## config.mk

```make
export PLATFORM = sky130hd
export DESIGN_NAME = keypad_scan_ctrl
export DESIGN_NICKNAME = d
export VERILOG_FILES = /design/src/rtl/keypad_pkg.sv /design/src/rtl/keypad_col_sync.sv /design/src/rtl/keypad_scan_ctrl.sv
export SDC_FILE = /design/constraint.sdc
export NUM_CORES = 1
export LEC_CHECK = 0
export CORE_MARGIN = 5
export CORE_UTILIZATION = 55
export DETAILED_ROUTE_END_ITERATION = 8
export GPL_TIMING_DRIVEN = 0
export PLACE_DENSITY = 0.76
export SYNTH_ARGS = -nofsm -noshare
export SYNTH_HDL_FRONTEND = slang
export SYNTH_SLANG_ARGS = --single-unit
```

## constraint.sdc

```tcl
create_clock -name clk -period 5.1 [get_ports clk]
set_input_delay 1.02 -clock clk [delete_from_list [all_inputs] [get_ports clk]]
set_output_delay 1.02 -clock clk [all_outputs]
set_load 0.02 [all_outputs]
```

## src/rtl/keypad_pkg.sv

```systemverilog
// keypad_pkg
// Shared types and constants for the 3x4 PMOD keypad scanner.
//   state_t       : scan sequencer states
//   NO_KEY, KEY_STAR, KEY_HASH : special key codes
//   ROW_B..ROW_D  : row indices; index n drives row bit n
//   KEY_MAP       : key code lookup indexed [row index][column index]
//   col_single    : 1 when exactly one column bit is set
//   col_index     : column index of a one-hot column pattern
//   key_lookup    : key code for a row index and a one-hot column pattern
package keypad_pkg;

  typedef enum logic [1:0] {
    SCAN     = 2'd0,
    DEBOUNCE = 2'd1,
    RELEASE  = 2'd2
  } state_t;

  localparam logic [3:0] NO_KEY   = 4'hD;
  localparam logic [3:0] KEY_STAR = 4'hA;
  localparam logic [3:0] KEY_HASH = 4'hB;

  localparam logic [1:0] ROW_B = 2'd0;
  localparam logic [1:0] ROW_G = 2'd1;
  localparam logic [1:0] ROW_F = 2'd2;
  localparam logic [1:0] ROW_D = 2'd3;

  // Column index 0 = C, 1 = A, 2 = E (col bit order).
  localparam logic [3:0] KEY_MAP [0:3][0:2] = '{
    '{4'h1,     4'h2, 4'h3},
    '{4'h4,     4'h5, 4'h6},
    '{4'h7,     4'h8, 4'h9},
    '{KEY_STAR, 4'h0, KEY_HASH}
  };

  function automatic logic col_single(input logic [2:0] pat);
    logic single;
    case (pat)
      3'b001, 3'b010, 3'b100: single = 1'b1;
      default:                single = 1'b0;
    endcase
    return single;
  endfunction

  function automatic logic [1:0] col_index(input logic [2:0] pat);
    logic [1:0] idx;
    case (pat)
      3'b001:  idx = 2'd0;
      3'b010:  idx = 2'd1;
      3'b100:  idx = 2'd2;
      default: idx = 2'd0;
    endcase
    return idx;
  endfunction

  function automatic logic [3:0] key_lookup(input logic [1:0] row_idx, input logic [2:0] pat);
    return KEY_MAP[row_idx][col_index(pat)];
  endfunction

endpackage

```

## src/rtl/keypad_col_sync.sv

```systemverilog
// keypad_col_sync
// Two-flop synchronizer for the three asynchronous keypad column inputs.
//   clk   : system clock
//   rst_n : asynchronous active-low reset
//   d     : raw column inputs
//   q     : synchronized columns (two cycles of latency)
module keypad_col_sync (
  input  logic       clk,
  input  logic       rst_n,
  input  logic [2:0] d,
  output logic [2:0] q
);

  logic [2:0] meta_r;
  logic [2:0] sync_r;

  // Synchronizer flop chain.
  always_ff @(posedge clk or negedge rst_n) begin
    if (!rst_n) begin
      meta_r <= 3'b000;
      sync_r <= 3'b000;
    end else begin
      meta_r <= d;
      sync_r <= meta_r;
    end
  end

  assign q = sync_r;

endmodule

```

## src/rtl/keypad_scan_ctrl.sv

```systemverilog
// keypad_scan_ctrl
// Row scan sequencer, debouncer and key event reporter for the 3x4 PMOD keypad.
// Optional auto-repeat is built when KEYPAD_AUTOREPEAT_EN is defined.
//   clk       : system clock
//   rst_n     : asynchronous active-low reset
//   scan_en   : 1 enables scanning; 0 blanks the rows and parks at row B
//   col       : column inputs (bit0 C, bit1 A, bit2 E), active-high, async
//   row       : one-hot row drive (bit0 B, bit1 G, bit2 F, bit3 D)
//   key_code  : last accepted key code
//   key_valid : level interrupt, new key pending until key_ack
//   key_ack   : one-cycle acknowledge from the MCU
//   overrun   : sticky, a key was accepted while key_valid was still set
//   key_held  : accepted key not yet released
module keypad_scan_ctrl
  import keypad_pkg::*;
#(
  parameter int SCAN_DIV      = 22727270,
  parameter int DEBOUNCE_CNT  = 16,
  parameter int REPEAT_CYCLES = 50000000
) (
  input  logic       clk,
  input  logic       rst_n,
  input  logic       scan_en,
  input  logic [2:0] col,
  output logic [3:0] row,
  output logic [3:0] key_code,
  output logic       key_valid,
  input  logic       key_ack,
  output logic       overrun,
  output logic       key_held
);

  localparam int MAX_A   = (SCAN_DIV > DEBOUNCE_CNT) ? SCAN_DIV : DEBOUNCE_CNT;
  localparam int MAX_CNT = (MAX_A > REPEAT_CYCLES) ? MAX_A : REPEAT_CYCLES;
  localparam int CNT_W   = $clog2(MAX_CNT + 1);

  localparam logic [CNT_W-1:0] CNT_ZERO  = {CNT_W{1'b0}};
  localparam logic [CNT_W-1:0] CNT_ONE   = CNT_W'(1);
  localparam logic [CNT_W-1:0] SCAN_LAST = CNT_W'(SCAN_DIV - 1);
  localparam logic [CNT_W-1:0] DB_LAST   = CNT_W'(DEBOUNCE_CNT - 1);

  logic [2:0]       csync;
  state_t           state_r, state_nxt;
  logic [1:0]       idx_r, idx_nxt;
  logic [CNT_W-1:0] cnt_r, cnt_nxt;
  logic [3:0]       cand_code_r, cand_code_nxt;
  logic [2:0]       cand_pat_r, cand_pat_nxt;
  logic [3:0]       row_r, key_code_r;
  logic             key_valid_r, overrun_r, key_held_r;
  logic             accept_s, release_s, repeat_s, report_s;

  keypad_col_sync u_col_sync (
    .clk   (clk),
    .rst_n (rst_n),
    .d     (col),
    .q     (csync)
  );

  // FSM, row index, dwell/debounce counter and candidate registers.
  always_ff @(posedge clk or negedge rst_n) begin
    if (!rst_n) begin
      state_r     <= SCAN;
      idx_r       <= ROW_B;
      cnt_r       <= CNT_ZERO;
      cand_code_r <= NO_KEY;
      cand_pat_r  <= 3'b000;
    end else begin
      state_r     <= state_nxt;
      idx_r       <= idx_nxt;
      cnt_r       <= cnt_nxt;
      cand_code_r <= cand_code_nxt;
      cand_pat_r  <= cand_pat_nxt;
    end
  end

  // Next-state logic: dwell on each row, debounce one key, wait for release.
  always_comb begin
    state_nxt     = state_r;
    idx_nxt       = idx_r;
    cnt_nxt       = cnt_r;
    cand_code_nxt = cand_code_r;
    cand_pat_nxt  = cand_pat_r;
    accept_s      = 1'b0;
    release_s     = 1'b0;
    if (!scan_en) begin
      state_nxt = SCAN;
      idx_nxt   = ROW_B;
      cnt_nxt   = CNT_ZERO;
    end else begin
      case (state_r)
        SCAN: begin
          if (cnt_r == SCAN_LAST) begin
            cnt_nxt = CNT_ZERO;
            if (col_single(csync)) begin
              // Row stays driven while the candidate is debounced.
              state_nxt     = DEBOUNCE;
              cand_code_nxt = key_lookup(idx_r, csync);
              cand_pat_nxt  = csync;
            end else begin
              // No key, or a multi-key/ghost pattern: move to the next row.
              idx_nxt = idx_r + 2'd1;
            end
          end else begin
            cnt_nxt = cnt_r + CNT_ONE;
          end
        end
        DEBOUNCE: begin
          if (csync == cand_pat_r) begin
            if (cnt_r == DB_LAST) begin
              accept_s  = 1'b1;
              state_nxt = RELEASE;
              cnt_nxt   = CNT_ZERO;
            end else begin
              cnt_nxt = cnt_r + CNT_ONE;
            end
          end else begin
            state_nxt = SCAN;
            idx_nxt   = idx_r + 2'd1;
            cnt_nxt   = CNT_ZERO;
          end
        end
        RELEASE: begin
          if (csync == 3'b000) begin
            if (cnt_r == DB_LAST) begin
              release_s = 1'b1;
              state_nxt = SCAN;
              idx_nxt   = idx_r + 2'd1;
              cnt_nxt   = CNT_ZERO;
            end else begin
              cnt_nxt = cnt_r + CNT_ONE;
            end
          end else begin
            cnt_nxt = CNT_ZERO;
          end
        end
        default: begin
          state_nxt = SCAN;
          idx_nxt   = ROW_B;
          cnt_nxt   = CNT_ZERO;
        end
      endcase
    end
  end

`ifdef KEYPAD_AUTOREPEAT_EN
  localparam logic [CNT_W-1:0] REP_LAST = CNT_W'(REPEAT_CYCLES - 1);
  logic [CNT_W-1:0] rep_cnt_r, rep_cnt_nxt;

  // Auto-repeat period counter; runs only while the key is held in RELEASE.
  always_ff @(posedge clk or negedge rst_n) begin
    if (!rst_n) begin
      rep_cnt_r <= CNT_ZERO;
    end else begin
      rep_cnt_r <= rep_cnt_nxt;
    end
  end

  // Repeat request when a full period elapses with the key still down.
  always_comb begin
    rep_cnt_nxt = CNT_ZERO;
    repeat_s    = 1'b0;
    if (scan_en && (state_r == RELEASE) && (csync != 3'b000)) begin
      if (rep_cnt_r == REP_LAST) begin
        repeat_s = 1'b1;
      end else begin
        rep_cnt_nxt = rep_cnt_r + CNT_ONE;
      end
    end else begin
      rep_cnt_nxt = CNT_ZERO;
    end
  end
`else
  assign repeat_s = 1'b0;
`endif

  assign report_s = accept_s | repeat_s;

  // Report registers and MCU handshake; a new report wins over a same-cycle ack.
  always_ff @(posedge clk or negedge rst_n) begin
    if (!rst_n) begin
      key_code_r  <= NO_KEY;
      key_valid_r <= 1'b0;
      overrun_r   <= 1'b0;
    end else if (report_s) begin
      key_code_r  <= cand_code_r;
      key_valid_r <= 1'b1;
      if (key_valid_r && !key_ack) begin
        overrun_r <= 1'b1;
      end
    end else if (key_ack && key_valid_r) begin
      key_valid_r <= 1'b0;
      overrun_r   <= 1'b0;
    end
  end

  // Held flag and registered row drive; rows are blanked while disabled.
  always_ff @(posedge clk or negedge rst_n) begin
    if (!rst_n) begin
      key_held_r <= 1'b0;
      row_r      <= 4'b0001;
    end else begin
      if (!scan_en) begin
        key_held_r <= 1'b0;
      end else if (accept_s) begin
        key_held_r <= 1'b1;
      end else if (release_s) begin
        key_held_r <= 1'b0;
      end
      row_r <= scan_en ? (4'b0001 << idx_nxt) : 4'b0000;
    end
  end

  assign row       = row_r;
  assign key_code  = key_code_r;
  assign key_valid = key_valid_r;
  assign overrun   = overrun_r;
  assign key_held  = key_held_r;

endmodule
```

==> results.sh <==
export IMPL_clkTransAtPathRegs_ns=0.09
export IMPL_place_area_um2=3023
export IMPL_tightest_slew_ns=0.7623
export IMPL_fin_cells=364
export IMPL_worstHoldPathCells=0
export IMPL_drt_initial_drc_count=140
export IMPL_critPathCaptureType="register"
export IMPL_clk_latency_ns=0.31
export IMPL_die_area_um2=6522
export IMPL_crit_type="reg2reg"
export IMPL_vias=1981
export IMPL_worstPathRequired_ns=5.28
export IMPL_drive_above_1_share=0.1212
export IMPL_ios=18
export IMPL_worstHoldEndpoint="u_col_sync.q[2]$_DFF_PN0_"
export IMPL_vdd_ir_drop_max_v=0.0001808
export IMPL_cts_buffers=5
export IMPL_syn_to_final_growth_pct=13.86
export IMPL_cts_sinks=54
export IMPL_cp_buffers_inverters=1
export IMPL_async_flop_share=1.000
export IMPL_muxShareOfSynthArea=0.05816
export IMPL_std_cell_rows=25
export IMPL_postCtsResizedCells=0
export IMPL_root_buffer="clkbuf_8"
export IMPL_fin_crit_sh=0.5321
export IMPL_max_cap_viol_count=0
export IMPL_outcome="complete, no violations"
export IMPL_antenna_left=0
export IMPL_stdcell_area_um2=3136
export IMPL_die_y_um=80.76
export IMPL_synth_compound_area_frac=0.07360
export IMPL_setup_tns_ns=0
export IMPL_rsz0062_at_grt="no"
export IMPL_p_per_area_nw_per_um2=243.3
export IMPL_fin_skew_ns=0.009043
export IMPL_post_cts_buffers=0
export IMPL_cp_start_kind="register"
export IMPL_cpMaxStageDelayCell="o21ai_1"
export IMPL_layout_nets=309
export IMPL_grt_overflow=0
export IMPL_antenna_found_initial=0
export IMPL_r2r_start="cnt_r[18]$_DFF_PN0_"
export IMPL_start_util=0.5754
export IMPL_drc_errors=0
export IMPL_dp_final_hpwl_um=3565
export IMPL_rrSetupSlack_ns=2.39
export IMPL_synthesis_area_um2=2754
export IMPL_r2r_cells=7
export IMPL_arrival_ns=2.89
export IMPL_synth_top_family_by_area="simple AND/OR/NAND/NOR gates"
export IMPL_dp_cells=356
export IMPL_report_final_setup_viol=0
export IMPL_core_region_area_um2=4786
export IMPL_synth_xor_area_frac=0.09859
export IMPL_globalRouteTotalUtil=0.1749
export IMPL_fmaxAchievable_mhz=368.5
export IMPL_critPathMaxFanout=10
export IMPL_slew_violations=0
export IMPL_yosys_area_top_type="dfrtp_1"
export IMPL_first_global_vias=1830
export IMPL_final_hold_violation_count=0
export IMPL_yosys_top_cells_area="dfrtp_1, dfstp_2, xor2_1, nor2_1, xnor2_1"
export IMPL_crit_family="compound AO/OA/AOI/OAI gates"
export IMPL_fp_dieW_um=80.76
export IMPL_crit_cells=7
export IMPL_synth_cell_types=48
export IMPL_syn_nets=284
export IMPL_cts_tree="yes"
export IMPL_hp_start="u_col_sync.meta_r[2]$_DFF_PN0_"
export IMPL_synth_warnings=0
export IMPL_ys_seq_area_frac=0.4939
export IMPL_synthDominantCellAreaShare=0.4271
export IMPL_antenna_cells=0
export IMPL_slowest_delay_ns=0.51
export IMPL_cts_htree_levels=2
export IMPL_ys_flop_type="dfrtp_1"
export IMPL_place_congestion=0.8446
export IMPL_ys_ff_latch=54
export IMPL_yosys_area_share_simple=0.2154
export IMPL_wl_per_cell_um=13.58
export IMPL_routed_wl_um=4943
export IMPL_relSlewSlack=0.4871
export IMPL_post_route_min_period_ns=2.714
export IMPL_grt_max_degree=41
export IMPL_path_cells="nor4_1, nand3_1, o22ai_1, a21oi_1, o21ai_1, clkbuf_1, nor2_1"
export IMPL_synth_edff_count=0
export IMPL_netlist_instances=271
export IMPL_power_uw=762.7
export IMPL_grt_pass1_wl_um=8756
export IMPL_drt_vias_per_instance=5.442
export IMPL_dpl_worst_slack_ns=2.451
export IMPL_synth_adder_area_share=0.02726
export IMPL_synthTopCellsByCount="dfrtp_1, nor2_1, xor2_1"
export IMPL_yosysMostFrequentCell="dfrtp_1"
export IMPL_finalWorstSetupSlack_ns=2.386
export IMPL_avgSynthCellArea_um2=10.16
export IMPL_leakagePower_uw=0.001353
export IMPL_reg2reg_to="cnt_r[14]$_DFF_PN0_"
export IMPL_clk_path_buf_depth=2
export IMPL_io_buffers=17
export IMPL_drt_pass1_iterations=4
export IMPL_hold_path_class="reg2reg"
export IMPL_post_cts_hold_buffer_count=0
[cells in the final DEF, fill, tap and decap left out, drive strengths merged, types with 2 or more instances in the layout]
cell type	count
dfrtp	47
nor2	40
xor2	18
nand2	16
clkdlybuf4s50	16
xnor2	13
clkbuf	12
inv	11
mux2	11
nand3	10
nor4	9
nand4	9
o21ai	8
dfstp	7
nor3	6
o22ai	6
ha	6
and3	6
buf	6
a21oi	4
and4	4
or2	4
nor3b	3
o31ai	2
nor2b	2
nand2b	2
a31oi	2
a21boi	2
or4	2
[cells by family (layout without fill, tap and decap cells)]
group                    count (synthesis)  after routing
AND/OR/NAND/NOR                        116            116
flip-flops                              54             54
AO/OA/AOI/OAI                           31             31
XOR/XNOR                                31             31
buffers and inverters                   21             47
multiplexers                            12             12
adder cells (fa/ha/maj)                  6              6
[power breakdown]
| part | total [µW] | leakage, µW | internal [µW] | switching (µW) |
|---|---|---|---|---|
| Combinational | 39.7 | 0.000582 | 14.9 | 24.9 |
| Sequential | 437 | 0.000713 | 433 | 3.69 |
| Clock | 286 | 0.0000585 | 147 | 139 |
[layout make-up]
class	count	area, µm²
Buffer	11	53.80
Clock inverter	3	43.79
Fill cell	382	1650
Inverter	10	37.54
Multi-Input combinational cell	196	1303
Sequential cell	54	1360
Clock buffer	5	68.82
Tap cell	67	83.83
Timing Repair Buffer	18	185.2
[sequential cells by signal, indices dropped and copies added (netlist names)]
name,cells
cnt_r,26
cand_code_r,4
key_code,4
row,4
cand_pat_r,3
u_col_sync.meta_r,3
u_col_sync.q,3
idx_r,2
state_r,2
key_held,1
key_valid,1
overrun,1
[per-stage QoR]
| stage | hold WS, ns | util |
|---|---|---|
| 2_1_floorplan | 0.3312 | - |
| 3_3_place_gp | 0.3317 | 0.6285 |
| 3_5_place_dp | 0.3355 | 0.6316 |
| 4_1_cts | 0.3566 | 0.6552 |
| 5_1_grt | 0.3643 | 0.6552 |
| 6_report | 0.3548 | 0.6552 |
[worst max path at each step]
| stage | start | end |
|---|---|---|
| after floorplan | cnt_r[1]$_DFF_PN0_ | cand_code_r[1]$_DFFE_PN0P_ |
| after global placement | rst_n | key_code[1]$_DFFE_PN0P_ |
| after detailed placement | cnt_r[18]$_DFF_PN0_ | cnt_r[8]$_DFF_PN0_ |
| after CTS | cnt_r[18]$_DFF_PN0_ | cnt_r[15]$_DFF_PN0_ |
| after global routing | cnt_r[5]$_DFF_PN0_ | cnt_r[14]$_DFF_PN0_ |
| final | cnt_r[18]$_DFF_PN0_ | cnt_r[14]$_DFF_PN0_ |
[metal layers]
layer | track usage | routed length (µm) | share of wire | up-vias
li1 | - | - | - | 998
met1 | 0.2563 | 2492 | 0.50 | 945
met2 | 0.2558 | 2147 | 0.43 | 33
met3 | 0.03991 | 227 | 0.046 | 5
met4 | 0.06081 | 75 | 0.015 | 0
met5 | 0 | 0 | 0 | -
Note: power is estimated with default switching activity, not from simulation.
